### src/rtl/dm_arbiter.sv
// dm_arbiter: two-port (CPU, DMA) arbiter in front of a single-port data-memory block RAM.
// Latency: grant is combinational in the request cycle; read data returns one cycle after the grant.
// Backpressure: a requester holds req and fields until gnt=1. The CPU wins contested cycles until
//   the DMA has lost STARVE_MAX cycles in a row.
// Ports: clk, sys_rstn (sync, active-low); CPU c_* and DMA d_* request/response ports;
//   dm_addr/dm_wdata/dm_byteen to the RAM, and dm_rdata back from it.
// Build option: define DM_ARB_ROUND_ROBIN_EN for alternating priority on contested cycles.
//   In that build the starvation counter is tied to 0.
module dm_arbiter #(
  parameter int unsigned STARVE_MAX = 4
) (
  input  logic        clk,
  input  logic        sys_rstn,
  input  logic        c_req,
  input  logic        c_we,
  input  logic [31:0] c_addr,
  input  logic [31:0] c_wdata,
  input  logic [3:0]  c_byteen,
  output logic        c_gnt,
  output logic        c_rvalid,
  output logic [31:0] c_rdata,
  input  logic        d_req,
  input  logic        d_we,
  input  logic [31:0] d_addr,
  input  logic [31:0] d_wdata,
  input  logic [3:0]  d_byteen,
  output logic        d_gnt,
  output logic        d_rvalid,
  output logic [31:0] d_rdata,
  output logic [11:0] dm_addr,
  output logic [31:0] dm_wdata,
  output logic [3:0]  dm_byteen,
  input  logic [31:0] dm_rdata
);

  typedef enum logic {PRI_CPU = 1'b0, PRI_DMA = 1'b1} pri_e;

  localparam logic [3:0] STARVE_LIM = 4'(STARVE_MAX);

  pri_e        ptr_q, ptr_d;
  logic [3:0]  starve_cnt_q, starve_cnt_d;
  logic        rd_c_q, rd_c_d;
  logic        rd_d_q, rd_d_d;
  logic [11:0] dm_addr_q, dm_addr_d;
  logic [31:0] dm_wdata_q, dm_wdata_d;

  // Arbitration and starvation tracking.
  always_comb begin
    c_gnt        = 1'b0;
    d_gnt        = 1'b0;
    ptr_d        = ptr_q;
    starve_cnt_d = starve_cnt_q;
    if (sys_rstn) begin
      if (c_req && !d_req) begin
        c_gnt = 1'b1;
      end else if (d_req && !c_req) begin
        d_gnt = 1'b1;
      end else if (c_req && d_req) begin
`ifdef DM_ARB_ROUND_ROBIN_EN
        if (ptr_q == PRI_DMA) d_gnt = 1'b1;
        else                  c_gnt = 1'b1;
        ptr_d = (ptr_q == PRI_CPU) ? PRI_DMA : PRI_CPU;
`else
        // DMA is forced through once it has lost STARVE_MAX cycles in a row.
        if (starve_cnt_q == STARVE_LIM) d_gnt = 1'b1;
        else                            c_gnt = 1'b1;
`endif
      end
    end
`ifdef DM_ARB_ROUND_ROBIN_EN
    starve_cnt_d = 4'd0;
`else
    ptr_d = PRI_CPU;
    if (!d_req || d_gnt)              starve_cnt_d = 4'd0;
    else if (starve_cnt_q < STARVE_LIM) starve_cnt_d = starve_cnt_q + 4'd1;
`endif
  end

  // Memory-side mux; address and write data hold when idle so the RAM pins stay quiet.
  always_comb begin
    dm_addr_d  = dm_addr_q;
    dm_wdata_d = dm_wdata_q;
    dm_byteen  = 4'b0;
    rd_c_d     = 1'b0;
    rd_d_d     = 1'b0;
    if (c_gnt) begin
      dm_addr_d  = c_addr[13:2];
      dm_wdata_d = c_wdata;
      dm_byteen  = c_we ? c_byteen : 4'b0;
      rd_c_d     = !c_we;
    end else if (d_gnt) begin
      dm_addr_d  = d_addr[13:2];
      dm_wdata_d = d_wdata;
      dm_byteen  = d_we ? d_byteen : 4'b0;
      rd_d_d     = !d_we;
    end
  end

  assign dm_addr  = dm_addr_d;
  assign dm_wdata = dm_wdata_d;

  // Read response is gated by reset so a read caught by a reset edge never returns data.
  assign c_rvalid = rd_c_q & sys_rstn;
  assign d_rvalid = rd_d_q & sys_rstn;
  assign c_rdata  = c_rvalid ? dm_rdata : 32'h0;
  assign d_rdata  = d_rvalid ? dm_rdata : 32'h0;

  always_ff @(posedge clk) begin
    if (!sys_rstn) begin
      ptr_q        <= PRI_CPU;
      starve_cnt_q <= 4'd0;
      rd_c_q       <= 1'b0;
      rd_d_q       <= 1'b0;
      dm_addr_q    <= 12'd0;
      dm_wdata_q   <= 32'd0;
    end else begin
      ptr_q        <= ptr_d;
      starve_cnt_q <= starve_cnt_d;
      rd_c_q       <= rd_c_d;
      rd_d_q       <= rd_d_d;
      dm_addr_q    <= dm_addr_d;
      dm_wdata_q   <= dm_wdata_d;
    end
  end

  // Address bits outside the word index, and state that the selected build does not use.
  logic unused_bits;
`ifdef DM_ARB_ROUND_ROBIN_EN
  assign unused_bits = ^{c_addr[31:14], c_addr[1:0], d_addr[31:14], d_addr[1:0],
                         STARVE_LIM, starve_cnt_q};
`else
  assign unused_bits = ^{c_addr[31:14], c_addr[1:0], d_addr[31:14], d_addr[1:0],
                         ptr_q == PRI_DMA};
`endif

endmodule

### config.mk
export PLATFORM = sky130hd
export DESIGN_NAME = dm_arbiter
export DESIGN_NICKNAME = d
export VERILOG_FILES = /design/src/rtl/dm_arbiter.sv
export SDC_FILE = /design/constraint.sdc
export NUM_CORES = 1
export LEC_CHECK = 0
export ABC_AREA = 1
export CAP_MARGIN = 20
export CORE_AREA = 2 2 112 114
export CTS_BUF_LIST = sky130_fd_sc_hd__clkbuf_4 sky130_fd_sc_hd__clkbuf_8
export DETAILED_ROUTE_END_ITERATION = 16
export DIE_AREA = 0 0 114 116
export PLACE_DENSITY = 0.78
export REMOVE_ABC_BUFFERS = 1
export SETUP_SLACK_MARGIN = 0.05
export SYNTH_ARGS = -nofsm -noshare
export SYNTH_HDL_FRONTEND = slang
export SYNTH_SLANG_ARGS = --single-unit
### constraint.sdc
create_clock -name clk -period 1.85 [get_ports clk]
set_clock_uncertainty 0.15 [all_clocks]
set_input_delay 0.185 -clock clk [delete_from_list [all_inputs] [get_ports clk]]
set_output_delay 0.185 -clock clk [all_outputs]
set_load 0.01 [all_outputs]
==> results.md, run 1 <==
- Largest family of logic cells by synthesized area: simple AND/OR/NAND/NOR gates
- Worst Path Max Fanout: 6
- Final setup violation count: 69
- Final hold vios: 0
- Multi-input logic area: 2242 µm²
- Worst-margin pin slew: between 200 and 300 ps
- Hold wc startpoint: d_we
- # rows: 40
- Via count: ~4900
- Layout cells sized above 1: 0.4016
- Chip width: 114 µm
- Overall Power: 3.801 mW
- Compound-cell area share of the yosys netlist: 0.003197
- Via-to-Cell Ratio: roughly 4.6
- Req. time, crit path: ~1500 ps
- Post-Synth Adder-Cell Area: 0.007994
- Area of the core: 11910 µm²
- Status: finished, violations left
- Dpl cells: 955
- Largest cells by area after synthesis: dfxtp_1 (32%), nand3_1 (15%), nor2_1 (14%)
- Final WS setup: -430.0 ps
- Clk sink count: 50
- CP endpoint kind: output pin
- Final ANT Viol Nets: 0
- Clk slew on worst S/H paths: about 100 ps
- PD cells: 477.5 nW/µm²
- Final Critical Period: around 2300 ps
- First-pass DRT Iterations: 4
- Top Layer Used: met4
- R2R depth: 15
- Commonest non-fill, non-tap cell in the layout: clkdlybuf4s50_1
- Fill cell count: 987
- FF+latch area: between 1000 and 1500 µm²
- Routed length on met2: 9594 µm
- Worst slew margin: 0.8085
- R2r setup slk: -380 ps
- Post-synthesis simple-gate area fraction: 0.5088
- GR Overflow Total: 0
- Routed len/inst: ~17 µm
- Yosys warning count: 0
- Synth area leader: dfxtp_1
- Die H: roughly 120 µm
- Num CTS Buffers: 5
- Post-synth top area share: 0.3197
- Most frequent cells in the layout: clkdlybuf4s50_1 (132), buf_6 (107), nor2_1 (91)
- Area share of xor/xnor cells in the synthesized design: 0.002798
- Die ar.: 13220 µm²
- Routed wire length on met3: roughly 1300 µm
- Vias in the first global route: 4824
- GPL Wtd Cong: around 0.8
- Reg2reg start: starve_cnt_q[0]$_SDFFE_PP0N_
- Fmax: between 0.4 and 0.5 GHz
- Largest net degree at the start of global routing: between 40 and 50
- Total wire length: between 15000 and 20000 µm
- Critical Path AT: slightly below 2000 ps
- Mux contribution to synthesized area: 0
- H-tree depth: 2
- Initial Util: 0.2628
- HP Class: input pin to register
- Max clock buf depth: 2
- Non-filler cells, final: around 1100
- P&R area growth vs syn: 154.3%
- Seq cells post-synth: 50
- Wire length on met1: roughly 6000 µm
- IO Pins: between 200 and 300
- Hold Buf Count CTS: 0
- Post-layout util: 0.6683
- Crit Path Class: register to output pin
- Leakage power: between 4 and 5 nW
- WHS Endpoint: rd_d_q$_SDFF_PP0_
- Netlist cell types: 22
- Initial antenna violation count: 6
- Max-cap violations: 0
- Cells after Synth: about 530
- First-pass GRT wire length: about 25000 µm
- Clk_lat worst skew: 300 ps
- CTS tree: built
- Failing checks: negative setup slack
- WHS Path Cells: 2
- Port buffer count: 249
- Post-Syn Area per Cell: approximately 5.9 µm²
- R2r endpoint: dm_addr_q[2]$_SDFF_PN0_
- Peak supply drop: about 0.32 mV
- Total GRT Usage: 0.2411
- DRC: 0
- RSZ-0062 raised after global routing: true
- HPWL after DPL: 10570 µm
- Nets@finish: between 1000 and 1500
- Final period utilization: 1.232
- Max-slew violation count: 0
- Synthesized cell area: 3131 µm²
- CTS root buffer: clkbuf_8
- Sequential share of the synthesized area: 0.3197
- Startpoint types: register
- DR iter-0 viols: between 150 and 200
-- cell families (layout without fill, tap and decap cells) --
| family | Yosys count | after routing |
|---|---|---|
| AOI/OAI and AO/OA | 2 | 2 |
| DFF | 50 | 50 |
| xor gates and xnor gates | 1 | 1 |
| buffers and inverters | 119 | 485 |
| adders and majority gates | 2 | 2 |
| other | 0 | 6 |
| and+or+nand+nor | 359 | 359 |
-- per-layer routing --
| layer | GRT usage | vias to the layer above |
|---|---|---|
| li1 | - | 2324 |
| met1 | 0.2320 | 2254 |
| met2 | 0.4877 | 242 |
| met3 | 0.05126 | 51 |
| met4 | 0.1073 | 0 |
| met5 | 0 | - |
-- worst max-delay path by stage --
stage	start	end	slack (ps)	cells after the start
6_report	starve_cnt_q[1]$_SDFFE_PP0N_	dm_wdata[4]	-430	11
5_1_grt	starve_cnt_q[0]$_SDFFE_PP0N_	dm_wdata[27]	-530	11
4_1_cts	starve_cnt_q[1]$_SDFFE_PP0N_	dm_addr[3]	-480	11
3_5_place_dp	sys_rstn	dm_wdata[26]	-570	9
3_3_place_gp	sys_rstn	dm_addr[8]	-540	10
2_1_floorplan	starve_cnt_q[0]$_SDFFE_PP0N_	dm_byteen[0]	-640	8
-- repair_timing --
action                                  in CTS  in global routing
cloned                                      10                  2
resized for setup                          374                230
endpoints found under the setup margin     119                 91
buffers inserted                            87                 37
pin swaps                                   46                 71
-- through the flow --
| stage | setup TNS (ps) | hold WS (ps) | setup slack [ps] | area, µm² |
|---|---|---|---|---|
| final | -20000 | 289.5 | -430.0 | 7960 |
| after global routing | -27580 | 302.2 | -526.3 | 7960 |
| after CTS | -22220 | 278.0 | -481.7 | 7387 |
| after detailed placement | -41910 | 399.7 | -573.6 | 6178 |
| after global placement | -40340 | 393.0 | -535.3 | 6178 |
| after floorplan | -44890 | 107.4 | -640.5 | 2964 |
-- synth_stat cells --
cell type  count
nand4_1        1
clkbuf_2       1
or2_0          4
nand2_2        1
ha_1           2
nand3_1       93
clkbuf_1      13
nand2_1      101
inv_1         83
buf_6          4
inv_2          2
nand3_2        1
a21oi_1        2
xor2_1         1
nand2_4        1
nor2_1       117
buf_1          2
dfxtp_1       50
or2_1         25
or2_2         15
clkinv_1       2
buf_2         12
-- power by group --
group	internal [mW]	leakage, nW	switching, mW
registers	1.15	0.414	0.0236
logic	1.08	3.76	0.746
clock network	0.419	0.0549	0.382
total	2.65	4.23	1.15
-- critical path, stage by stage, from the launching register on --
cell     delay [ps]
dfxtp_2         350
inv_2            50
ha_4            160
nand4_1         110
nand2_4          80
buf_6           140
buf_12          130
buf_4           130
or2_1           230
nand2_2         110
inv_2            40
buf_6           110
-- area by class of cell --
cell class	instances	area share
multi-input cells	364	0.2817
well taps	147	0.02311
clock inverters	2	0.004716
flip-flops and latches	50	0.1261
inverters	87	0.04228
repair buffers	390	0.5107
diodes	6	0.001886
clock buffers	6	0.009588
-- sequential cells by signal, indices dropped and copies added, names as in the netlist --
register / cells
dm_wdata_q: 32
dm_addr_q: 12
starve_cnt_q: 4
rd_c_q: 1
rd_d_q: 1
(Power assumes the default switching activity.)
==> run 2, diff against run 1 <==
- CORE_AREA: 2 2 112 114 -> 2 2 113 115
- CTS_BUF_LIST: sky130_fd_sc_hd__clkbuf_4 sky130_fd_sc_hd__clkbuf_8 -> sky130_fd_sc_hd__clkbuf_8 sky130_fd_sc_hd__clkbuf_16
- DIE_AREA: 0 0 114 116 -> 0 0 115 117
- PLACE_DENSITY: 0.78 -> 0.77
==> run 2 against run 1 <==
- the run still ends with negative setup slack left
- sequential power hardly changed
- critical path type unchanged
- first-iteration DRC count is 4.3% lower
- clock power is 12% higher
- highest routed layer unchanged
- die area is 1.7% higher
- wire length is 10% lower
- register-to-register slack better by 90 ps
- maximum frequency is 0.50% higher
- final area is 2.9% lower
- critical path depth stayed put
- hold slack better by 62 ps
==> results.md, run 2 (same netlist as run 1, synthesis figures left out) <==
- Final setup violation count: about 60
- P&R area growth vs syn: 146.8%
- Max-cap violations: 0
- Final WS setup: -418.6 ps
- DR iter-0 viols: 180
- Initial antenna violation count: 2
- Post-Place Worst Slack: -588.3 ps
- Most flops, register: dm_wdata_q
- Worst slew margin: 0.8146
- DRC: 0
- Final ANT Viol Nets: 0
- Hold Buf Count CTS: 0
- Final hold vios: 0
- Port buffer count: about 250
- Clk slew on worst S/H paths: 70 ps
- Startpoint types: register
- CP endpoint kind: output pin
- Worst-margin pin slew: roughly 280 ps
- Final Critical Period: 2269 ps
- Req. time, crit path: 1510 ps
- Overall Power: around 3.7 mW
- GR Overflow Total: 0
- Peak supply drop: roughly 0.37 mV
- Failing checks: negative setup slack
- Die H: 117 µm
- Grt peak-use layer: met2
- Via count: approximately 4700
- PD cells: 483.4 nW/µm²
- Status: finished, violations left
- Die ar.: between 10000 and 15000 µm²
- Regs by FF count: dm_wdata_q (32), dm_addr_q (12), starve_cnt_q (4)
- Crit path largest cell delay: about 340 ps
- Layout cells sized above 1: 0.3734
- Top delay family on crit path: buffers and inverters
- Final period utilization: 1.226
- Crit-path slowest cell: dfxtp_2
- Leakage power: 4.145 nW
- Clk_lat worst skew: between 200 and 300 ps
- Nets@finish: 1057
- Via-to-Cell Ratio: between 4 and 5
- Fmax: around 0.44 GHz
- WP buf/inv: 6
- First-pass GRT wire length: 21330 µm
- Max-slew violation count: 0
- Commonest non-fill, non-tap cell in the layout: clkdlybuf4s50_1
- IO Pins: slightly below 300
- Cells along the critical path: inv_2 -> ha_4 -> nand4_1 -> nand2_4 -> buf_12 -> buf_16 -> buf_6 -> or2_4 -> nand2_4 -> inv_2 -> buf_6
- HP Class: input pin to register
- HPWL after DPL: 9601 µm
- Met2 Use GR: 0.3922
- Largest net degree at the start of global routing: 34
- # rows: between 40 and 50
- CTS tree: built
- Area of the core: 12310 µm²
- Routed len/inst: 15.38 µm
- Vias in the first global route: about 4300
- Met3 usage: 0.05510
- Total wire length: ~16000 µm
- GR Util met1: 0.2109
- RSZ-0062 raised after global routing: true
- Worst hold slack: ~350 ps
- Max clock buf depth: 2
- Max FFs per register: 32
- Crit Path Class: register to output pin
- GPL Wtd Cong: between 0.7 and 0.8
- Clk sink count: 50
- Total GRT Usage: 0.2035
- Chip width: 115 µm
- First-pass DRT Iterations: 4
- H-tree depth: 2
- Initial Util: 0.2543
- Critical Path AT: between 1500 and 2000 ps
- Num CTS Buffers: 5
- Worst Path Max Fanout: 4
- CTS root buffer: clkbuf_16
- Most frequent cells in the layout: clkdlybuf4s50_1 (132), nor2_1 (106), buf_6 (67)
[run 2: cell types whose count changed in the layout (fill, tap and decap cells not counted), moves of 4 or more]
cell,delta
clkbuf_16,+7
buf_4,+16
inv_1,+4
diode_2,-4
clkbuf_8,-5
nor2_1,+15
nor2_2,-15
nand3_4,-5
nand3_1,-7
buf_6,-40
nand3_2,+12
buf_12,+5
[run 2: layer usage]
| layer | part of all wire | wire [µm] |
|---|---|---|
| met5 | 0 | 0 |
| met4 | 0.031 | 486 |
| met3 | 0.090 | 1423 |
| met2 | 0.52 | 8312 |
| met1 | 0.36 | 5670 |
[run 2: power breakdown]
group / internal [mW] / switching (mW) / leakage, nW / total [mW]
clock: 0.490 / 0.409 / 0.0671 / 0.899
combinational: 0.976 / 0.684 / 3.66 / 1.66
sequential: 1.15 / 0.0249 / 0.414 / 1.18
[run 2: final cells by class]
type                       count  area [µm²]
fill                        1074        4586
timing repair buffer         373        3856
multi-input combinational    364        2203
sequential                    50        1003
inverter                      87       334.1
tap                          150       187.7
clock buffer                   5       125.1
clock inverter                 2       11.26
antenna                        2       5.005
[run 2: path summary, 6_finish.rpt]
check / endpoint / slack, ps / start / cells after the start
hold reg to reg: dm_wdata_q[4]$_SDFF_PN0_ / 410 / dm_wdata_q[4]$_SDFF_PN0_ / 4
setup reg to reg: dm_addr_q[10]$_SDFF_PN0_ / -290 / starve_cnt_q[1]$_SDFFE_PP0N_ / 14
setup / recovery: dm_wdata[5] / -420 / starve_cnt_q[1]$_SDFFE_PP0N_ / 11
hold / removal: rd_d_q$_SDFF_PP0_ / 350 / d_we / 2
[run 2: stage by stage]
step | cells | setup TNS (ps) | cell area, µm² | util
2_1_floorplan | 501 | -44890 | 2964 | -
6_report | 1033 | -16330 | 7726 | 0.6275
3_3_place_gp | 949 | -40650 | 6115 | 0.4966
4_1_cts | 1023 | -16060 | 7029 | 0.5709
5_1_grt | 1033 | -22220 | 7726 | 0.6275
3_5_place_dp | 949 | -41730 | 6115 | 0.4966
[run 2: timing repair]
action,CTS,global route
setup endpoints to repair,116,83
gates cloned,6,5
setup buffers,61,23
gates resized for setup,390,146
pin swaps,42,61
